===== config.mk =====
export PLATFORM = sky130hd
export DESIGN_NAME = mem_port_arbiter
export DESIGN_NICKNAME = d
export VERILOG_FILES = /design/src/rtl/fhe_mem_pkg.sv /design/src/rtl/mem_id_fifo.sv /design/src/rtl/mem_port_arbiter.sv
export SDC_FILE = /design/constraint.sdc
export NUM_CORES = 1
export LEC_CHECK = 0
export CORE_AREA = 2 2 205 207
export DETAILED_ROUTE_END_ITERATION = 12
export DIE_AREA = 0 0 207 209
export GPL_ROUTABILITY_DRIVEN = 0
export SKIP_LAST_GASP = 1
export SLEW_MARGIN = 15
export SYNTH_ARGS = -nofsm -noshare
export SYNTH_HDL_FRONTEND = slang
export SYNTH_SLANG_ARGS = --single-unit

===== constraint.sdc =====
create_clock -name clk -period 4.5 [get_ports clk]
set_input_delay 0.675 -clock clk [delete_from_list [all_inputs] [get_ports clk]]
set_output_delay 0.675 -clock clk [all_outputs]
set_load 0.03 [all_outputs]

===== src/rtl/fhe_mem_pkg.sv =====
// Shared types and defaults for the memory port arbiter slice.
// Latency: n/a (declarations only).
// Backpressure: n/a.
package fhe_mem_pkg;

    localparam int DEF_AW      = 64;
    localparam int DEF_DW      = 64;
    localparam int DEF_MAX_OUT = 4;
    localparam int MAX_NREQ    = 4;

    // Requester index; wide enough for the largest supported requester count.
    typedef logic [$clog2(MAX_NREQ)-1:0] req_id_t;

endpackage


===== src/rtl/mem_id_fifo.sv =====
// In-order FIFO of requester IDs for outstanding reads.
// Latency: head valid combinationally; push visible on the next clk edge.
// Backpressure: push ignored when full, pop ignored when empty; push+pop together keeps count.
// Ports: clk/rst (sync, active-high), push/push_id, pop, head, full, empty.
module mem_id_fifo #(
    parameter int DEPTH = 4,
    parameter int W     = 1
) (
    input  logic         clk,
    input  logic         rst,
    input  logic         push,
    input  logic [W-1:0] push_id,
    input  logic         pop,
    output logic [W-1:0] head,
    output logic         full,
    output logic         empty
);
    localparam int PW = $clog2(DEPTH);

    logic [W-1:0] mem [DEPTH];
    // One extra MSB on each pointer separates full from empty when the index bits match.
    logic [PW:0]  wr_ptr;
    logic [PW:0]  rd_ptr;

    assign empty = (wr_ptr == rd_ptr);
    assign full  = (wr_ptr[PW] != rd_ptr[PW]) && (wr_ptr[PW-1:0] == rd_ptr[PW-1:0]);
    assign head  = mem[rd_ptr[PW-1:0]];

    always_ff @(posedge clk) begin
        if (rst) begin
            wr_ptr <= '0;
            rd_ptr <= '0;
        end else begin
            if (push && !full) begin
                mem[wr_ptr[PW-1:0]] <= push_id;
                wr_ptr              <= wr_ptr + (PW+1)'(1);
            end
            if (pop && !empty) begin
                rd_ptr <= rd_ptr + (PW+1)'(1);
            end
        end
    end

endmodule


===== src/rtl/mem_port_arbiter.sv =====
// Round-robin arbiter sharing one memory port among NREQ masters, with burst lock and in-order read steering.
// Latency: request->m_req, m_gnt->gnt and m_rvalid->rvalid are all combinational (0 cycles).
// Backpressure: winner held while m_gnt is low; reads stall when MAX_OUT reads are outstanding.
// Ports: per-requester req/we/lock/addr/wdata in, gnt/rvalid out; rdata broadcast;
//        memory side m_req/m_we/m_addr/m_wdata out, m_gnt/m_rvalid/m_rdata in; sticky err_orphan.
module mem_port_arbiter
    import fhe_mem_pkg::*;
#(
    parameter int NREQ    = 2,
    parameter int AW      = DEF_AW,
    parameter int DW      = DEF_DW,
    parameter int MAX_OUT = DEF_MAX_OUT
) (
    input  logic               clk,
    input  logic               rst,
    input  logic [NREQ-1:0]    req,
    input  logic [NREQ-1:0]    we,
    input  logic [NREQ-1:0]    lock,
    input  logic [NREQ*AW-1:0] addr,
    input  logic [NREQ*DW-1:0] wdata,
    output logic [NREQ-1:0]    gnt,
    output logic [NREQ-1:0]    rvalid,
    output logic [DW-1:0]      rdata,
    output logic               m_req,
    output logic               m_we,
    output logic [AW-1:0]      m_addr,
    output logic [DW-1:0]      m_wdata,
    input  logic               m_gnt,
    input  logic               m_rvalid,
    input  logic [DW-1:0]      m_rdata,
    output logic               err_orphan
);
    localparam int IDW = (NREQ > 1) ? $clog2(NREQ) : 1;

    req_id_t         last_winner;
    req_id_t         owner;
    logic            owner_vld;
    req_id_t         winner;
    logic            sel_vld;
    logic            lock_held;
    logic            lock_sel;
    int              best_dist;
    logic [NREQ-1:0] elig;
    logic            fifo_full;
    logic            fifo_empty;
    logic [IDW-1:0]  fifo_head;
    logic            beat_acc;
    logic            push;
    logic            pop;

    // Writes never occupy a response slot, so only reads are held off by a full FIFO.
    assign elig = req & (we | {NREQ{~fifo_full}});

    always_comb begin
        sel_vld   = 1'b0;
        winner    = '0;
        lock_held = 1'b0;
        best_dist = NREQ;
        // A lock only masks others while its owner still requests; a dropped req frees the port at once.
        for (int i = 0; i < NREQ; i++) begin
            if (owner_vld && owner == req_id_t'(i) && req[i]) begin
                lock_held = 1'b1;
                if (elig[i]) begin
                    sel_vld = 1'b1;
                    winner  = req_id_t'(i);
                end
            end
        end
        if (!lock_held) begin
            // Distance 0 is the index just after last_winner; the closest eligible index wins.
            for (int i = 0; i < NREQ; i++) begin
                if (elig[i] && ((i - int'(last_winner) - 1 + 2*NREQ) % NREQ) < best_dist) begin
                    best_dist = (i - int'(last_winner) - 1 + 2*NREQ) % NREQ;
                    sel_vld   = 1'b1;
                    winner    = req_id_t'(i);
                end
            end
        end
    end

    always_comb begin
        m_req    = sel_vld;
        m_we     = 1'b0;
        m_addr   = '0;
        m_wdata  = '0;
        lock_sel = 1'b0;
        gnt      = '0;
        for (int i = 0; i < NREQ; i++) begin
            if (sel_vld && winner == req_id_t'(i)) begin
                m_we     = we[i];
                m_addr   = addr[i*AW +: AW];
                m_wdata  = wdata[i*DW +: DW];
                lock_sel = lock[i];
                gnt[i]   = m_gnt;
            end
        end
    end

    assign beat_acc = sel_vld && m_gnt;
    assign push     = beat_acc && !m_we;
    assign pop      = m_rvalid && !fifo_empty;

    always_comb begin
        rvalid = '0;
        for (int i = 0; i < NREQ; i++) begin
            rvalid[i] = pop && (fifo_head == IDW'(i));
        end
    end

    assign rdata = pop ? m_rdata : '0;

    mem_id_fifo #(
        .DEPTH (MAX_OUT),
        .W     (IDW)
    ) u_id_fifo (
        .clk     (clk),
        .rst     (rst),
        .push    (push),
        .push_id (IDW'(winner)),
        .pop     (pop),
        .head    (fifo_head),
        .full    (fifo_full),
        .empty   (fifo_empty)
    );

    always_ff @(posedge clk) begin
        if (rst) begin
            last_winner <= req_id_t'(NREQ-1);
            owner       <= '0;
            owner_vld   <= 1'b0;
            err_orphan  <= 1'b0;
        end else begin
            if (beat_acc) begin
                last_winner <= winner;
                owner       <= winner;
                owner_vld   <= lock_sel;
            end else if (owner_vld && !lock_held) begin
                owner_vld <= 1'b0;
            end
            if (m_rvalid && fifo_empty) begin
                err_orphan <= 1'b1;
            end
        end
    end

endmodule


Word level (Yosys, flattened, before mapping) --
Memories as Yosys holds them, arrays and structs flattened. A register that Yosys moved wholly into a read port is not among the register bits. Index checks and enable logic that the tools add are counted.
Operators by class: magnitude comparators 2, bitwise gates (word level) 6, add/sub/neg operators 8, mux-type cells 34, reductions and logical operators 25, eq/ne operators 5
Operators with widths (number):
- two-way mux 64 bit | 5
- two-way mux 32 bit | 2
- < comparator 2 x 32 -> 1 bit | 1
- two-way mux 1 bit | 22
- logical AND 1 bit | 18
- adder 4 x 4 -> 5 bit, second input constant | 2
- two-way mux 2 bit | 5
- subtractor 3 x 2 -> 4 bit, second input constant | 2
- adder 3 x 1 -> 3 bit, second input constant | 2
- subtractor 1 x 2 -> 3 bit, first input constant | 2
- == test 2 x 1 -> 1 bit, second input constant | 2
- zero test 1 bit | 4
- zero test 2 bit | 2
- == test 3 bit | 1
- < comparator 2 x 3 -> 1 bit, second input constant | 1
- AND 1 bit | 2
- AND 2 bit | 1
- == test 2 bit | 1
- inverter 1 bit | 2
- OR 2 bit | 1
- nonzero test 2 bit | 1
- != test 1 bit | 1
Storage, ports and cells: bits of input ports 330, RAM bits 4, bits in registers 12, memories 1, output and inout port bits 199
Memory list:
- u_id_fifo.mem | words 4, bits a word 1, read ports 1, clocked after memory_dff 1, write ports 1, line mem_id_fifo.sv:20 | logic [W-1:0] mem [DEPTH];

Longest topological paths before layout --
depth after elaboration 22, mapped depth 7

Modules after synthesis --
From an unflattened synthesis, not the netlist that was laid out.
Second synthesis, totals: cell total of the unflattened synthesis 340, area total of the unflattened synthesis 2748.9 um^2
Modules (own cells, without submodules):
- mem_port_arbiter | cells each 263, area an instance 1990.7 um^2, instances 1
- mem_id_fifo | cells each 77, area an instance 758.2 um^2, instances 1

Least setup slack after synthesis --
Ideal clock, no wire load.
path type input to output, start point input req[1], end point output m_we, arrival 1982 ps, required time 3825 ps, cell stages on the path 3, slack 1843 ps, cells stage by stage nor2b_1 a311oi_1 a21boi_0
On the way: word-level cells in the longest chain between the ends 10, elaborated cells between the ends (all ways) 20
RTL lines:
- start: declaration | line mem_port_arbiter.sv:16 | input logic [NREQ-1:0] req,
- AND 2 bit | line mem_port_arbiter.sv:52 | assign elig = req & (we | {NREQ{~fifo_full}});
- two-way mux 1 bit | line mem_port_arbiter.sv:63 | if (elig[i]) begin
- two-way mux 1 bit | line mem_port_arbiter.sv:61 | if (owner_vld && owner == req_id_t'(i) && req[i]) begin
- two-way mux 2 bit (2 in series) | line mem_port_arbiter.sv:72 | if (elig[i] && ((i - int'(last_winner) - 1 + 2*NREQ) % NREQ) < best_dist) begin
- two-way mux 2 bit | line mem_port_arbiter.sv:69 | if (!lock_held) begin
- zero test 2 bit | line mem_port_arbiter.sv:89 | if (sel_vld && winner == req_id_t'(i)) begin
- logical AND 1 bit | line mem_port_arbiter.sv:89
- two-way mux 1 bit | line mem_port_arbiter.sv:89
- two-way mux 1 bit * | line mem_port_arbiter.sv:89
- end: declaration | line mem_port_arbiter.sv:25 | output logic m_we,
Every way passes the cells marked *; elsewhere a longest branch is shown, timed or not.

Final worst setup path --
start point input req[0], end point output m_addr[33]
On the way: word-level cells in the longest chain between the ends 12, elaborated cells between the ends (all ways) 25
RTL lines:
- AND 2 bit | line mem_port_arbiter.sv:52
- logical AND 1 bit | line mem_port_arbiter.sv:72
- two-way mux 32 bit | line mem_port_arbiter.sv:72
- two-way mux 32 bit | line mem_port_arbiter.sv:69
- < comparator 2 x 32 -> 1 bit | line mem_port_arbiter.sv:72
- logical AND 1 bit | line mem_port_arbiter.sv:72
- two-way mux 2 bit | line mem_port_arbiter.sv:72
- two-way mux 2 bit | line mem_port_arbiter.sv:69
- zero test 2 bit | line mem_port_arbiter.sv:89
- logical AND 1 bit | line mem_port_arbiter.sv:89
- two-way mux 64 bit | line mem_port_arbiter.sv:89
- two-way mux 64 bit * | line mem_port_arbiter.sv:89
- end: declaration | line mem_port_arbiter.sv:26 | output logic [AW-1:0] m_addr,
Every way passes the cells marked *; elsewhere a longest branch is shown, timed or not. The select of a mux whose other input is x is not followed.

==> flow_summary.ini <==
[outcome]
status = finished, final reports clean

[die]
die_y_um = 209
rows = 75
ioPinCount = 529
initial_core_util = 0.06345
coreArea_mm2 = 0.04129
die_w_um = 207
dieArea_mm2 = 0.04326

[cells_and_area]
area_delta_synth_final_pct = 228.0
instances_no_fill = 1365
finalNetCount = 1161
layout-drive-gt1-share = 0.02303

[drt]
drtAntennaViolNets = 0
vias = 4762
via_per_inst = 3.489
drt_iter0_markers = 120
drt-total-wl_um = 20950
wl_per_cell_um = 15.34
drt_pass1_iterations = 4
drc_errors = 0

[logic_synthesis]
synth_mux_area_frac = 0.02053
synth_area_mm2 = 0.002620
synth_top_family_by_area = compound AO/OA/AOI/OAI gates
synth_most_common_cell = a22o_1
synth-compound-area-share = 0.4928
synth_top_area_frac = 0.4279
synth_sequential_area_ratio = 0.1375
synth_flop_cell = dfxtp_1
synth-xor-area-share = 0.03009
synthSimpleGateAreaFrac = 0.2149
synth_warnings = 0
synth.area.top_cells = a22o_1 43%, and2_1 16%, dfxtp_1 9.2%, edfxtp_1 4.6%, buf_2 3.4%
synth-adder-area-share = 0.02388
ys_ff_latch = 16
ys_top_cells_by_count = 128 x a22o_1, 66 x and2_1, 18 x buf_2
synth-edff-count = 4
synth.distinct_cells = 42
syn-num-nets = 655
synth_area_per_cell_um2 = 8.188
synthArstFlopShare = 0
syn_inst = 320
yosysTopAreaCell = a22o_1

[critical_path]
worstPathMaxFanout = 45
worstPathRequired_ns = 3.83
cpMaxStageDelayCell = clkdlybuf4s50_1
crit_top_cell = clkdlybuf4s50_1
crit_arrival_ns = 3.30
cp-start-kind = primary input
slowest_delay_ns = 0.71
end_kind = primary output
cp_cell_sequence = clkdlybuf4s50_1, nand3b_1, o211ai_1, o21a_4, buf_12, a22o_1, clkdlybuf4s50_1
crit_type = primary input to primary output

[sta]
finalCritPeriodShare = 0.8838
worstMarginPinSlew_ns = 0.6114
relSlewSlack = 0.5881
setup_viol = 0
finalSetupTns_ns = 0
grt_setup_unrepaired = no
finalHoldViolations = 0
clock_skew_ns = 0.001200
maxSlewViolCount = 0
fmax_mhz = 251.4
fin_crit_ns = 3.977

[clocking]
cts-resized-gates = 0
cts_htree_levels = 1
path_clk_slew_ns = 0.05
cts-buffers-inserted = 3
cts_hold_buffers = 0
cts_setup_buffers = 0
cts_root_buf = clkbuf_16
clock_latency_ns = 0.24
cts_max_path_buffers = 2
tritoncts = yes
clkSinkCount = 16

[placement]
place_inst = 1360
port_buffers = 528
dp_hpwl_um = 18290

[global_routing]
grt_max_degree = 91
grt_pass1_vias = 5044
grt_pass1_wl_um = 30260
antenna_found_initial = 3
grt_overflow = 0
track_usage = 0.09059

[flow_run]
max-cap-violations = 0

[power]
power.density_mw_per_mm2 = 202.4
vdd_drop_max_v = 0.0001125
power.leakage_nw = 3.219

[min_path]
hold_class = flop to flop
==> worst max-delay path, delay by kind of cell <==
family                 cells  cell delay [ns]
AND/OR/NAND/NOR            1             0.13
buffers and inverters      3             1.54
AO/OA/AOI/OAI              3             0.92
==> cells by family after synthesis <==
logic type,after synthesis
mux,4
flops,16
compound gates,149
simple gates,95
buf+inv,42
xor+xnor,9
fa+ha+maj,5
==> final cells by class <==
| cell class | instances | area [um^2] |
|---|---|---|
| Tap cell | 539 | 674.4 |
| Sequential cell | 16 | 360.3 |
| Inverter | 6 | 22.52 |
| Multi-Input combinational cell | 262 | 2064 |
| Clock buffer | 4 | 78.83 |
| Antenna cell | 1 | 2.502 |
| Fill cell | 4530 | 32700 |
| Timing Repair Buffer | 537 | 5390 |
==> through the flow <==
step	total power, mW	cell area, um^2	util	hold slack [ns]	worst slack, ns
floorplan	0.8465	2620	-	0.5080	1.843
global placement	1.578	8512	0.2062	0.4978	0.5138
detailed placement	1.579	8512	0.2062	0.5176	0.5399
CTS	1.758	8591	0.2081	0.5289	0.5145
global route	1.823	8591	0.2081	0.5683	0.4043
finish	1.739	8593	0.2081	0.5109	0.5227
==> layer usage <==
metal  track usage  wire length [um]  share of wire  vias to the layer above
met5             0                30         0.0014                        -
met1       0.09417              7628           0.36                     2155
li1              -                 -              -                     2252
met4       0.02611               500          0.024                        4
met3       0.03667              2357           0.11                       24
met2        0.1668             10430           0.50                      327
==> power by group <==
part / switching [mW] / internal (mW)
combinational: 0.692 / 0.703
clock: 0.0515 / 0.120
sequential: 0.0138 / 0.160
==> path summary, 6_finish.rpt <==
path	startpoint	slack (ns)	endpoint	depth (start not counted)
max	req[0]	0.52	m_addr[33]	7
min	err_orphan	0.51	err_orphan	2
max reg2reg	u_id_fifo.wr_ptr[0]	2.35	owner_vld	6
min reg2reg	err_orphan	0.51	err_orphan	2
==> cell usage in the layout (no fill, tap or decap), types with 2 or more instances in the layout <==
cell type	n
edfxtp_1	4
o31a_1	2
ha_1	5
nand2_1	3
buf_4	6
and2_1	66
dfxtp_1	12
nor2b_1	3
inv_1	6
nor2_1	11
and3_1	4
xor2_1	4
a22o_1	128
clkdlybuf4s50_1	528
xnor2_1	5
buf_12	3
nand3_1	3
mux2i_1	2
clkbuf_16	3
o21ai_0	2
a21o_1	2
(Power assumes the default switching activity.)
